### src/rtl/mem_arbiter.sv
// mem_arbiter: arbitrates instruction-fetch and data requests onto one shared memory port,
// with fetch starvation protection and a per-access timeout.
module mem_arbiter #(
    parameter int MAX_WAIT   = 15,
    parameter int STARVE_LIM = 2
) (
    input  logic        clk,
    input  logic        rst_n,
    input  logic        if_req,
    input  logic [15:0] if_addr,
    output logic        if_gnt,
    output logic        if_rvalid,
    output logic [15:0] if_rdata,
    input  logic        d_req,
    input  logic        d_we,
    input  logic [15:0] d_addr,
    input  logic [15:0] d_wdata,
    output logic        d_gnt,
    output logic        d_rvalid,
    output logic [15:0] d_rdata,
    output logic        mem_req,
    output logic        mem_we,
    output logic [15:0] mem_addr,
    output logic [15:0] mem_wdata,
    input  logic        mem_ack,
    input  logic [15:0] mem_rdata,
    output logic        busy,
    output logic        err
);
    typedef enum logic {IDLE, WAIT} state_t;
    state_t state, state_nx;
    logic        rdy, owner_d, start, pick_d, timeout, done;
    logic [1:0]  starve_cnt;
    logic [7:0]  wait_cnt;
    logic [15:0] rsp;

    always_ff @(posedge clk or negedge rst_n)
        if (!rst_n) state <= IDLE;
        else state <= state_nx;

    // rdy holds off the first grant until one edge after reset release
    always_comb begin
        start    = state == IDLE && rdy && (if_req || d_req);
        pick_d   = d_req && !(if_req && starve_cnt == 2'(STARVE_LIM));
        timeout  = state == WAIT && !mem_ack && wait_cnt == 8'(MAX_WAIT - 1);
        done     = state == WAIT && (mem_ack || timeout);
        state_nx = start ? WAIT : done ? IDLE : state;
        rsp      = (mem_ack && !mem_we) ? mem_rdata : '0;
    end

    always_comb busy = state == WAIT;

    always_ff @(posedge clk or negedge rst_n) begin
        if (!rst_n) begin
            rdy        <= 1'b0;
            owner_d    <= 1'b0;
            starve_cnt <= '0;
            wait_cnt   <= '0;
            mem_req    <= 1'b0;
            mem_we     <= 1'b0;
            mem_addr   <= '0;
            mem_wdata  <= '0;
            if_gnt     <= 1'b0;
            d_gnt      <= 1'b0;
            if_rvalid  <= 1'b0;
            d_rvalid   <= 1'b0;
            if_rdata   <= '0;
            d_rdata    <= '0;
            err        <= 1'b0;
        end else begin
            rdy       <= 1'b1;
            if_gnt    <= start && !pick_d;
            d_gnt     <= start && pick_d;
            if_rvalid <= done && !owner_d;
            d_rvalid  <= done && owner_d;
            if (start) begin
                mem_req    <= 1'b1;
                mem_we     <= pick_d && d_we;
                mem_addr   <= pick_d ? d_addr : if_addr;
                mem_wdata  <= pick_d ? d_wdata : '0;
                owner_d    <= pick_d;
                wait_cnt   <= '0;
                starve_cnt <= !pick_d ? '0 :
                              (if_req && starve_cnt != 2'(STARVE_LIM)) ? starve_cnt + 2'd1 : starve_cnt;
            end else if (done) begin
                mem_req <= 1'b0;
                err     <= err | timeout;
                if (owner_d) d_rdata <= rsp;
                else if_rdata <= rsp;
            end else if (state == WAIT) begin
                wait_cnt <= wait_cnt + 8'd1;
            end
        end
    end
endmodule

### config.mk
export PLATFORM = sky130hd
export DESIGN_NAME = mem_arbiter
export DESIGN_NICKNAME = d
export VERILOG_FILES = /design/src/rtl/mem_arbiter.sv
export SDC_FILE = /design/constraint.sdc
export NUM_CORES = 1
export LEC_CHECK = 0
export CAP_MARGIN = 10
export CORE_ASPECT_RATIO = 2
export CORE_UTILIZATION = 35
export DETAILED_ROUTE_END_ITERATION = 10
export DONT_BUFFER_PORTS = 1
export SYNTH_ARGS = -nofsm -noshare
export SYNTH_HDL_FRONTEND = slang
export SYNTH_SLANG_ARGS = --single-unit
### constraint.sdc
create_clock -name clk -period 1.5 [get_ports clk]
set_input_delay 0.225 -clock clk [delete_from_list [all_inputs] [get_ports clk]]
set_output_delay 0.225 -clock clk [all_outputs]
set_load 0.005 [all_outputs]
[After elaboration in Yosys (flattened, before gate mapping)]
Cells that the tools add are included.
Storage, ports and cells
  memory bits (read-only): 0
  bits in latches: 0
  output and inout bits: 72
  logic and storage cells: 64
  memory bits (writable): 0
  memories kept: 0
  register bits: 83
Cells by class
  add/subtract/negate cells: 2
  divide/modulo/power cells: 0
  bitwise operators: 4
  reduce and logical (&&, ||, !) cells: 28
  multipliers: 0
  shift operators: 0
  $lt $le $gt $ge: 0
  multiplexer cells: 10
  equal/unequal tests: 5
Operator list (number)
  $mux W16: 3
  $mux W8: 3
  $logic_and A1 B1 Y1: 14
  $add A8 B1 Y8 const B: 1
  $eq A8 B4 Y1 const B: 1
  $reduce_and A2 Y1: 3
  $reduce_and A3 Y1: 2
  $logic_not A1 Y1: 5
  $mux W2: 2
  $ne A2 B2 Y1 const B: 2
  $reduce_bool A2 Y1: 2
  $not A1 Y1: 3
  $add A2 B1 Y2 const B: 1
  $eq A2 B2 Y1 const B: 1
  $logic_or A1 B1 Y1: 2
  $mux W1: 2
  $ne A2 B1 Y1 const B: 1
  $or A1 B1 Y1: 1

[Logic depth before layout (Yosys ltp)]
  word-level depth: 7
  gate-level depth with buffers: 8
  mapped depth without buffers: 6

[Least setup slack after synthesis]
Ideal clock, no wire load.
  kind: flip-flop to flip-flop
  start point: register starve_cnt[0]
  end point: register mem_addr[10]
  clock period less this slack: 1.569 ns
  cell stages (with the launch flop): 9
  data required time: 1.373 ns
  arrival: 1.442 ns
  buffers on the path: 2
  setup slack: -0.069 ns
  library setup time: 0.127 ns
  cell sequence: dfrtp_1 inv_1 ha_1 nand2_1 and3_1 buf_2 clkbuf_1 a222oi_1 inv_1
Between the ends
  word-level cells in the longest chain between the ends: 5
RTL lines
  start: declaration: line 33  | logic [1:0] starve_cnt;
  start signal: assignment: line 83  | starve_cnt <= !pick_d ? '0 :
  $eq A2 B2 Y1: line 44  | pick_d = d_req && !(if_req && starve_cnt == 2'(STARVE_LIM));
  $logic_and A1 B1 Y1: line 44
  $logic_not A1 Y1: line 44
  $logic_and A1 B1 Y1: line 44
  $mux W16: line 79  | mem_addr <= pick_d ? d_addr : if_addr;
  end signal: assignment: line 79
  end: declaration: line 23  | output logic [15:0] mem_addr,
No other way between the ends.
A chain may end at the register's enable or synchronous reset.

[Final worst setup path]
  start point: register wait_cnt[0]
  end point: register d_rdata[2]
Between the ends
  word-level cells in the longest chain between the ends: 5
RTL lines
  start: declaration: line 34  | logic [7:0] wait_cnt;
  start signal: assignment: line 91  | wait_cnt <= wait_cnt + 8'd1;
  $eq A8 B4 Y1: line 45  | timeout = state == WAIT && !mem_ack && wait_cnt == 8'(MAX_WAIT - 1);
  $logic_and A1 B1 Y1: line 45
  $logic_or A1 B1 Y1: line 46  | done = state == WAIT && (mem_ack || timeout);
  $logic_and A1 B1 Y1: line 46
  $reduce_and A3 Y1 (no line)
  end signal: assignment: line 88  | if (owner_d) d_rdata <= rsp;
  end: declaration: line 20  | output logic [15:0] d_rdata,
No other way between the ends.

==> summary.txt <==
Outcome
  – Status: complete, but fails checks
  – Violated checks: hold timing, setup timing

Worst setup path
  – CP bufs+invs: 2
  – Slowest-stage cell, CP: dfrtp_1
  – Worst setup startpoint: wait_cnt[0]
  – Critical Path Fanout Max: 17
  – Worst EP arrival: 1.80 ns
  – CP Capture Type: flip-flop
  – FF-to-FF path depth: 7
  – Worst EP required: 1.72 ns
  – Critical R2R Capture: d_rdata[2]
  – Critical path's largest stage delay: 0.39 ns
  – Crit path launch type: flip-flop
  – Reg-to-reg setup timing slack: -0.08 ns
  – R2R Path Start: wait_cnt[0]
  – CP top delay family: flip-flops
  – Kind of critical path: reg -> reg
  – Critical Path, Cell by Cell: inv_1, ha_1, nand4b_1, nor2_4, o211ai_4, buf_12, a22o_1

Synthesis
  – Cell area after synthesis: 0.00327 mm²
  – Seq/Total Area, Yosys: 63.5%
  – YS warnings: 0
  – Post-synth top cells: 83 x dfrtp_1, 49 x a22o_1, 23 x inv_1, 16 x a222oi_1
  – Adder-cell share of the synthesized area: 1.15%
  – Count leader, synth: dfrtp_1
  – Synthesis-stage register bit count: 83
  – Yosys top cell by area: dfrtp_1
  – Post-synth EDFFs: 0
  – Async set-reset flop share out of synthesis: 100%
  – Post-synthesis xor/xnor area fraction: 0.268%
  – Syn nets: 321
  – Area share of the largest cell type after synthesis: 63.5%
  – Post-synthesis compound-gate area fraction: 22.9%
  – Post-Syn Area per Cell: 13.2 µm²
  – Synth cell types: 36
  – Cells after Synth: 248
  – Synth area leaders: dfrtp_1 64%, a22o_1 13%, a222oi_1 4.9%
  – Post-synthesis mux area share: 0%
  – Top_reg_cell synth: dfrtp_1
  – Synth Area in Simple Gates: 6.39%
  – Main combinational cell family by area after synthesis: compound AO/OA/AOI/OAI gates

STA
  – Fin crit period: 1.58 ns
  – Final worst slack: -0.0817 ns
  – Slew at the pin closest to its max-slew limit: 0.607 ns
  – Peak Freq: 0.632 GHz
  – Hold Vio Cnt, Final: 83
  – Slew margin rel.: 59.4%
  – Max-slew violations: 0
  – Worst Skew: 0.00960 ns
  – RSZ-0062 raised after global routing: true
  – Setup Viol. Count Final: 40
  – Tcrit/Tclk final: 105%
  – Hold_ws: -0.415 ns

Routing
  – Vias per inst: 5.90
  – Final wirelength: 7840 µm
  – DRT iter0 DRCs: 123
  – Remaining DRCs: 0
  – Total number of vias: 2211
  – Detail Route Antenna Nets: 0
  – First-pass DRT Iterations: 4
  – Drt wl/cell: 20.9 µm

GRT
  – Number of global-route vias before repair: 2331
  – Pin count of the biggest net entering global routing: 84
  – Total track usage: 16.2%
  – Total gr overflow: 0
  – First-pass GRT wire length: 12100 µm
  – Initial antenna violation count: 0

Clock tree
  – CTS Buf Count: 9
  – Clock Latency Late Sink: 0.33 ns
  – Clk pin slew, worst setup/hold paths: 0.06 ns
  – Clk buf depth: 2
  – Clk sinks: 83
  – Root Buffer: clkbuf_16
  – CTS tree: yes
  – CTS H-tree depth: 3

Power and ir drop
  – Leakage: 1.88 nW
  – Max rail drop VDD: 0.659 mV
  – Power Dens Cells: 1700 mW/mm²

Placement
  – IO buf count: 0
  – DP HPWL: 5100 µm
  – GP Congestion: 0.745
  – Worst slack at placement: -0.107 ns

Layout
  – Multi-input logic area: 0.00107 mm²
  – Total Nets Final: 341
  – ANT cells: 0
  – Reg area: 0.00208 mm²
  – Fillers: 812
  – Area growth syn-to-layout: 20.2%
  – Fin util: 43.6%
  – Fraction of layout cells with a size suffix above 1: 22.0%

Run
  – Max-Cap Viols: 0

Die
  – Initial Util: 36.3%
  – Core area: 0.00901 mm²
  – DIE WIDTH: 70.3 µm
  – Die area: 0.00975 mm²
  – Rows: 49
  – Die height: 139 µm
  – IO Pins: 142

Min path
  – Hold crit path type: in -> async
-- per-layer routing --
| metal | track usage, % | wire (µm) | up-vias |
|---|---|---|---|
| li1 | - | - | 974 |
| met1 | 15.2 | 2620 | 1110 |
| met2 | 30.1 | 4500 | 115 |
| met3 | 5.96 | 549 | 12 |
| met4 | 7.47 | 173 | 0 |
| met5 | 0 | 0 | - |
-- worst reg2reg max path, cell delays in order, from the launching register on --
cell      delay (ns)
dfrtp_1         0.39
inv_1           0.06
ha_1            0.14
nand4b_1        0.19
nor2_4          0.19
o211ai_4        0.11
buf_12          0.16
a22o_1          0.23
-- layout by cell type, fill, tap and decap left out, types with 3 or more instances in the layout --
master     Yosys  layout
a222oi_1      16      16
a22o_1        49      49
buf_12         0       5
buf_4          2      15
buf_6          3       3
clkbuf_16      0       9
clkinv_2       0       3
dfrtp_1       83      82
inv_1         23      23
nand2_1        8       8
nand3_1        8       7
o21ai_2        2       5
or3_1          4       4
-- sequential cells by signal, summed over array words and instances, names as in the netlist --
register,cells
d_gnt,1
d_rdata,16
d_rvalid,1
err,1
if_gnt,1
if_rdata,16
if_rvalid,1
mem_addr,16
mem_req,1
mem_wdata,16
mem_we,1
owner_d,1
rdy,1
starve_cnt,2
wait_cnt,8
-- through the flow --
stage	power (mW)	std cells	TNS [ns]	hold WS [ns]	instance area, µm²
after detailed placement	4.52	354	-3.20	-0.0686	3530
after global placement	4.46	354	-0.938	-0.0685	3530
after CTS	6.76	373	-2.31	-0.427	3900
final	6.70	375	-2.12	-0.415	3930
after global routing	7.06	375	-5.66	-0.429	3930
after floorplan	4.12	248	-0.848	-0.0706	3290
-- how the worst max path moves through the flow --
stage / to / cells past startpoint / slack (ns)
5_1_grt: d_rdata[5] / 7 / -0.16
6_report: d_rdata[2] / 7 / -0.08
2_1_floorplan: if_rdata[10] / 5 / -0.05
3_5_place_dp: if_rdata[6] / 3 / -0.11
3_3_place_gp: wait_cnt[4] / 3 / -0.06
4_1_cts: d_rdata[2] / 7 / -0.09
-- what timing repair did --
item                                   4_1_cts  5_1_grt
cloned                                       2        1
endpoints found under the hold margin       83       83
pin swaps                                    4        1
setup endpoints to repair                   56       56
resized for setup                           11        5
setup buffers                                1        1
-- cells by family (layout without fill, tap and decap cells) --
| kind of cell | after synthesis | in the layout |
|---|---|---|
| AOI/OAI and AO/OA | 85 | 87 |
| xor gates and xnor gates | 1 | 1 |
| adders and majority gates | 3 | 3 |
| buffers and inverters | 40 | 63 |
| DFF | 83 | 83 |
| other | 1 | 1 |
| and+or+nand+nor | 35 | 35 |
-- power by group --
part / switching (mW) / internal (mW)
combinational: 0.448 / 0.662
sequential: 0.531 / 2.89
clock: 0.838 / 1.33
-- layout make-up --
class,count,area share [%]
Inverter,23,2.20
Timing Repair Buffer,24,6.97
Tap cell,102,3.25
Clock buffer,11,6.18
Multi-Input combinational cell,127,27.2
Sequential cell,83,52.9
Clock inverter,5,1.34
No activity file was read; power rests on OpenSTA's default activity.
